## src/rtl/board_pkg.sv

```systemverilog
// Shared types and board-level constants for the push-button debouncer.
// Used by btn_channel and btn_debounce.
package board_pkg;

    typedef enum logic [1:0] {
        BTN_UP      = 2'd0,
        BTN_WAIT_DN = 2'd1,
        BTN_DOWN    = 2'd2,
        BTN_WAIT_UP = 2'd3
    } btn_state_t;

    // 1 ms settle window at 50 MHz; repeat timings are 0.5 s and 0.1 s.
    localparam int DB_CYCLES_50MHZ  = 50000;
    localparam int REP_DELAY_50MHZ  = 25000000;
    localparam int REP_PERIOD_50MHZ = 5000000;

    function automatic int max_int(input int a, input int b);
        if (a > b) begin
            max_int = a;
        end else begin
            max_int = b;
        end
    endfunction

endpackage

```

## src/rtl/btn_channel.sv

```systemverilog
// One debounced button: 2-flop synchroniser, UP/WAIT_DN/DOWN/WAIT_UP FSM, strobes.
// Optional hold-to-repeat PRESS when BTN_DEBOUNCE_AUTOREPEAT_EN is defined.
module btn_channel
    import board_pkg::*;
#(
    parameter int DB_CYCLES  = DB_CYCLES_50MHZ
`ifdef BTN_DEBOUNCE_AUTOREPEAT_EN
    ,
    parameter int REP_DELAY  = REP_DELAY_50MHZ,
    parameter int REP_PERIOD = REP_PERIOD_50MHZ
`endif
) (
    input  logic i_clk,
    input  logic i_rst_n,
    input  logic i_btn_raw_n,
    output logic o_level,
    output logic o_press,
    output logic o_release
);

    localparam int              CNT_W    = $clog2(DB_CYCLES);
    localparam logic [CNT_W-1:0] CNT_TERM = CNT_W'(DB_CYCLES - 1);
    localparam logic [CNT_W-1:0] CNT_ONE  = CNT_W'(1);
    localparam logic [CNT_W-1:0] CNT_ZERO = CNT_W'(0);

    logic             r_sync1;
    logic             r_sync2;
    btn_state_t       r_state;
    logic [CNT_W-1:0] r_cnt;
    logic             r_level;
    logic             r_press;
    logic             r_release;
    logic             w_rep_fire;

    // Two-flop synchroniser on the inverted pin; reset value means released.
    always_ff @(posedge i_clk or negedge i_rst_n) begin
        if (!i_rst_n) begin
            r_sync1 <= 1'b0;
            r_sync2 <= 1'b0;
        end else begin
            r_sync1 <= ~i_btn_raw_n;
            r_sync2 <= r_sync1;
        end
    end

`ifdef BTN_DEBOUNCE_AUTOREPEAT_EN
    localparam int               HOLD_W   = $clog2(max_int(REP_DELAY, REP_PERIOD));
    localparam logic [HOLD_W-1:0] DLY_TERM = HOLD_W'(REP_DELAY - 1);
    localparam logic [HOLD_W-1:0] PER_TERM = HOLD_W'(REP_PERIOD - 1);

    logic [HOLD_W-1:0] r_hold;
    logic              r_rep_phase;

    // The first repeat waits REP_DELAY, later ones REP_PERIOD; any exit from DOWN starts over.
    assign w_rep_fire = (r_state == BTN_DOWN) && r_sync2 &&
                        (r_hold == (r_rep_phase ? PER_TERM : DLY_TERM));

    // Hold counter: runs only while the button sits stably in DOWN.
    always_ff @(posedge i_clk or negedge i_rst_n) begin
        if (!i_rst_n) begin
            r_hold      <= HOLD_W'(0);
            r_rep_phase <= 1'b0;
        end else if ((r_state != BTN_DOWN) || !r_sync2) begin
            r_hold      <= HOLD_W'(0);
            r_rep_phase <= 1'b0;
        end else if (w_rep_fire) begin
            r_hold      <= HOLD_W'(0);
            r_rep_phase <= 1'b1;
        end else begin
            r_hold      <= r_hold + HOLD_W'(1);
            r_rep_phase <= r_rep_phase;
        end
    end
`else
    assign w_rep_fire = 1'b0;
`endif

    // Debounce FSM with registered level and strobes.
    always_ff @(posedge i_clk or negedge i_rst_n) begin
        if (!i_rst_n) begin
            r_state   <= BTN_UP;
            r_cnt     <= CNT_ZERO;
            r_level   <= 1'b0;
            r_press   <= 1'b0;
            r_release <= 1'b0;
        end else begin
            r_press   <= 1'b0;
            r_release <= 1'b0;
            case (r_state)
                BTN_UP: begin
                    if (r_sync2) begin
                        r_state <= BTN_WAIT_DN;
                        r_cnt   <= CNT_ONE;
                    end else begin
                        r_state <= BTN_UP;
                        r_cnt   <= r_cnt;
                    end
                end
                BTN_WAIT_DN: begin
                    if (!r_sync2) begin
                        r_state <= BTN_UP;
                        r_cnt   <= CNT_ZERO;
                    end else if (r_cnt == CNT_TERM) begin
                        r_state <= BTN_DOWN;
                        r_cnt   <= CNT_ZERO;
                        r_level <= 1'b1;
                        r_press <= 1'b1;
                    end else begin
                        r_cnt   <= r_cnt + CNT_ONE;
                    end
                end
                BTN_DOWN: begin
                    if (!r_sync2) begin
                        r_state <= BTN_WAIT_UP;
                        r_cnt   <= CNT_ONE;
                    end else begin
                        r_state <= BTN_DOWN;
                        r_press <= w_rep_fire;
                    end
                end
                BTN_WAIT_UP: begin
                    if (r_sync2) begin
                        r_state <= BTN_DOWN;
                        r_cnt   <= CNT_ZERO;
                    end else if (r_cnt == CNT_TERM) begin
                        r_state   <= BTN_UP;
                        r_cnt     <= CNT_ZERO;
                        r_level   <= 1'b0;
                        r_release <= 1'b1;
                    end else begin
                        r_cnt     <= r_cnt + CNT_ONE;
                    end
                end
                default: begin
                    r_state <= BTN_UP;
                    r_cnt   <= CNT_ZERO;
                    r_level <= 1'b0;
                end
            endcase
        end
    end

    assign o_level   = r_level;
    assign o_press   = r_press;
    assign o_release = r_release;

endmodule

```

## src/rtl/btn_debounce.sv

```systemverilog
// N-channel push-button debouncer: one btn_channel per pin plus ANY_PRESS.
// Auto-repeat of PRESS while held is built only with BTN_DEBOUNCE_AUTOREPEAT_EN.
module btn_debounce
    import board_pkg::*;
#(
    parameter int N_BTN      = 2,
    parameter int DB_CYCLES  = DB_CYCLES_50MHZ
`ifdef BTN_DEBOUNCE_AUTOREPEAT_EN
    ,
    parameter int REP_DELAY  = REP_DELAY_50MHZ,
    parameter int REP_PERIOD = REP_PERIOD_50MHZ
`endif
) (
    input  logic             i_clk,
    input  logic             i_rst_n,
    input  logic [N_BTN-1:0] i_btn_raw_n,
    output logic [N_BTN-1:0] o_level,
    output logic [N_BTN-1:0] o_press,
    output logic [N_BTN-1:0] o_release,
    output logic             o_any_press
);

    logic [N_BTN-1:0] w_press;

    for (genvar g = 0; g < N_BTN; g++) begin : g_chan
        btn_channel #(
            .DB_CYCLES  (DB_CYCLES)
`ifdef BTN_DEBOUNCE_AUTOREPEAT_EN
            ,
            .REP_DELAY  (REP_DELAY),
            .REP_PERIOD (REP_PERIOD)
`endif
        ) u_chan (
            .i_clk       (i_clk),
            .i_rst_n     (i_rst_n),
            .i_btn_raw_n (i_btn_raw_n[g]),
            .o_level     (o_level[g]),
            .o_press     (w_press[g]),
            .o_release   (o_release[g])
        );
    end

    // Press strobes are already registered per channel, so the OR stays single-cycle.
    assign o_press     = w_press;
    assign o_any_press = |w_press;

endmodule

```

## config.mk

```make
export PLATFORM = sky130hd
export DESIGN_NAME = btn_debounce
export DESIGN_NICKNAME = d
export VERILOG_FILES = /design/src/rtl/board_pkg.sv /design/src/rtl/btn_channel.sv /design/src/rtl/btn_debounce.sv
export SDC_FILE = /design/constraint.sdc
export NUM_CORES = 1
export LEC_CHECK = 0
export BUFFER_PORTS_ARGS = -buffer_cell sky130_fd_sc_hd__buf_2
export CORE_MARGIN = 2
export CORE_UTILIZATION = 53
export DETAILED_ROUTE_END_ITERATION = 8
export GPL_ROUTABILITY_DRIVEN = 0
export PLACE_DENSITY_LB_ADDON = 0.2
export SYNTH_ARGS = -nofsm -noshare
export SYNTH_HDL_FRONTEND = slang
export SYNTH_SLANG_ARGS = --single-unit
```

## constraint.sdc

```tcl
create_clock -name i_clk -period 4.5 [get_ports i_clk]
set_input_delay 1.125 -clock i_clk [delete_from_list [all_inputs] [get_ports i_clk]]
set_output_delay 1.125 -clock i_clk [all_outputs]
set_load 0.05 [all_outputs]
```

==> results.toml <==
[layout]
nets = 245
diodes = 0
drive_above_1_share_pct = 12.1
fin_area_um2 = 2510
fin_cells = 292
layout_common_cells = "dfrtp_1, nor2_1, o21ai_0, nand2_1, a21oi_1"
area_growth_pct = 5.58
mostFrequentLayoutCell = "dfrtp_1"

[routing]
num_vias = 1865
wl_per_cell_um = 16.4
drc = 0
drt_iter0_markers = 138
drt-pass1-iter-count = 4
via_per_inst = 6.39
postRouteAntennaNets = 0
drt-total-wl_um = 4800

[clocking]
htreeDepth = 2
cts_resized = 0
cts_buffers = 5
postCtsSetupRepairBufs = 0
clockBufferDepth = 2
cts_num_sinks = 46
ctsHoldBuffers = 0
root_buffer = "clkbuf_8"
clk_latency_ns = 0.30
cts_tree = "built"
clkSlewWorstSetupHoldPaths_ns = 0.08

[logic_synthesis]
avgSynthCellArea_um2 = 10.2
async_flop_share_pct = 100
synthCells = 233
yosys.cell_types.count = 48
ys_seq_elements = 46
yosysSeqAreaShare_pct = 48.4
syn_nets = 239
syn_area_um2 = 2380
ys.flop_type = "dfrtp_1"
synth-edff-count = 0
ys_warn_count = 0

[pwr]
p_int_mw = 0.559
powerDensity_nw_per_um2 = 292
vdd_drop_max_mv = 0.168
p_comb_share_pct = 5.6
swShare_pct = 23.6
seqPwrFrac_pct = 59.3
clock_power_share_pct = 35.1
p_leak_nw = 1.09
total_power_mw = 0.732
p_switching_mw = 0.173

[setup_path]
crit_fanout = 2
crit_path_start_kind = "register"
crit_chain = "or2_2 -> buf_2"
crit_end = "o_any_press"
cp-end-kind = "output pin"
slowest_stage = "dfrtp_1"
cpPeakStageDelay_ns = 0.38
r2r_end = "g_chan[1].u_chan.r_cnt[11]$_DFFE_PN0P_"
worstPathRequired_ns = 3.38
worstSetupStartpoint = "g_chan[1].u_chan.o_press$_DFF_PN0_"
worstSetupPathType = "register to output pin"
ff2ff_setup_slack_ns = 2.46
reg2reg_depth = 4
critPathArrivalTime_ns = 1.18

[die]
die_w_um = 71.0
start_util_pct = 54.9
die_h_um = 71.0
io_pins = 11
core_area_um2 = 4320
dieArea_um2 = 5030
std_cell_rows = 24

[sta]
timing.final.crit_share_pct = 51.1
finalMaxSlewViolations = 0
max_freq_ghz = 0.434
hold_viol = 0
setup_viol = 0
min_period_ns = 2.30
tns_ns = 0
worstMarginPinSlew_ns = 0.975
rsz0062_at_grt = "false"
clock_skew_ns = 0.00620
slew_headroom_pct = 35.0

[placed_design]
placed_area_um2 = 2420
detailed_place_hpwl_um = 3330
dp.cells = 284
port_buffers = 10

[run_status]
status = "finished, final reports clean"

[global_routing]
grt_overflow_total = 0
grt_max_degree = 47
grt_pass1_vias = 1814
antenna_found_initial = 0
grt_util_all_layers_pct = 20.8
grt_pass1_wl_um = 8400

[min_path]
hp-class = "register to register"
hold_path_startpoint = "g_chan[1].u_chan.r_sync1$_DFF_PN0_"

[flow_run]
max-cap-violations = 0
## power by group through the flow
stage,registers [mW],clock network (mW),logic (mW)
after floorplan,0.437,0,0.0287
after global placement,0.441,0,0.0412
after detailed placement,0.442,0,0.0416
after CTS,0.434,0.265,0.0417
after global routing,0.436,0.280,0.0467
final,0.434,0.257,0.0408
## logic make-up (layout without fill, tap and decap cells)
family	count (synthesis)	count (layout)	share of synthesized area (%)
mux	4	4	1.69
compound gates	59	59	17.2
fa+ha+maj	2	2	1.05
xor+xnor	10	10	4.00
simple gates	94	94	23.4
buf+inv	18	25	4.21
flops	46	46	48.4
## worst max-delay path: cells and delay by family, from the launching register on
kind                   cells  cell delay, ns
and+or+nand+nor            1            0.29
buffers and inverters      1            0.21
DFF                        1            0.38
## cells in the mapped netlist, types with 2 or more instances
master,count,area [um^2]
a31oi_1,5,31.3
dfrtp_1,46,1150
o2111ai_1,4,35.0
a221o_1,3,30.0
a31o_1,2,17.5
inv_1,7,26.3
nand4_1,6,37.5
xor2_1,9,78.8
o2111ai_2,2,30.0
and4_1,7,61.3
a22o_1,4,35.0
mux2i_1,4,40.0
nor4_1,6,37.5
nor3_1,5,25.0
or3_1,8,50.1
buf_2,2,10.0
a21oi_1,13,65.1
clkbuf_1,2,7.51
nand2_1,13,48.8
and2_1,7,43.8
o21a_1,2,15.0
nand3_1,11,55.1
o211ai_1,4,30.0
ha_1,2,25.0
a21oi_2,2,17.5
o21ai_0,14,70.1
nor2_1,15,56.3
and3_1,3,18.8
buf_4,6,45.0
## layer usage
layer,vias to the layer above,track usage (%),share of wire [%]
met5,-,0,0
met2,38,30.7,45
met4,0,7.76,1.2
met3,6,5.56,4.3
met1,932,29.6,50
li1,889,-,-
## through the flow
stage | setup WS (ns) | hold WS (ns) | util [%]
2_1_floorplan | 2.61 | 0.331 | -
3_3_place_gp | 2.50 | 0.332 | 55.9
3_5_place_dp | 2.48 | 0.345 | 55.9
4_1_cts | 2.19 | 0.367 | 58.0
5_1_grt | 2.16 | 0.370 | 58.0
6_report | 2.20 | 0.366 | 58.0
## sequential cells by signal, summed over array words and instances (netlist names), named ones only
register	cells
g_chan.u_chan.r_cnt	32
g_chan.u_chan.o_release	2
g_chan.u_chan.r_sync1	2
g_chan.u_chan.r_state	2
g_chan.u_chan.o_press	2
g_chan.u_chan.o_level	2
g_chan.u_chan.r_sync2	2
## layout make-up
type	instances	area (um^2)
Fill cell	389	1820
Sequential cell	46	1150
Multi-Input combinational cell	169	1120
Clock buffer	7	86.3
Tap cell	52	65.1
Timing Repair Buffer	10	50.0
Inverter	7	26.3
Clock inverter	1	5.00
## how the worst min path moves through the flow
stage                                          to  slack, ns  cells after the start
2_1_floorplan  g_chan[0].u_chan.r_sync2$_DFF_PN0_       0.33                      0
3_3_place_gp   g_chan[1].u_chan.r_sync2$_DFF_PN0_       0.33                      0
3_5_place_dp   g_chan[1].u_chan.r_sync2$_DFF_PN0_       0.34                      0
4_1_cts        g_chan[1].u_chan.r_sync2$_DFF_PN0_       0.37                      0
5_1_grt        g_chan[1].u_chan.r_sync2$_DFF_PN0_       0.37                      0
6_report       g_chan[1].u_chan.r_sync2$_DFF_PN0_       0.37                      0
Note: power is estimated with default switching activity, not from simulation.
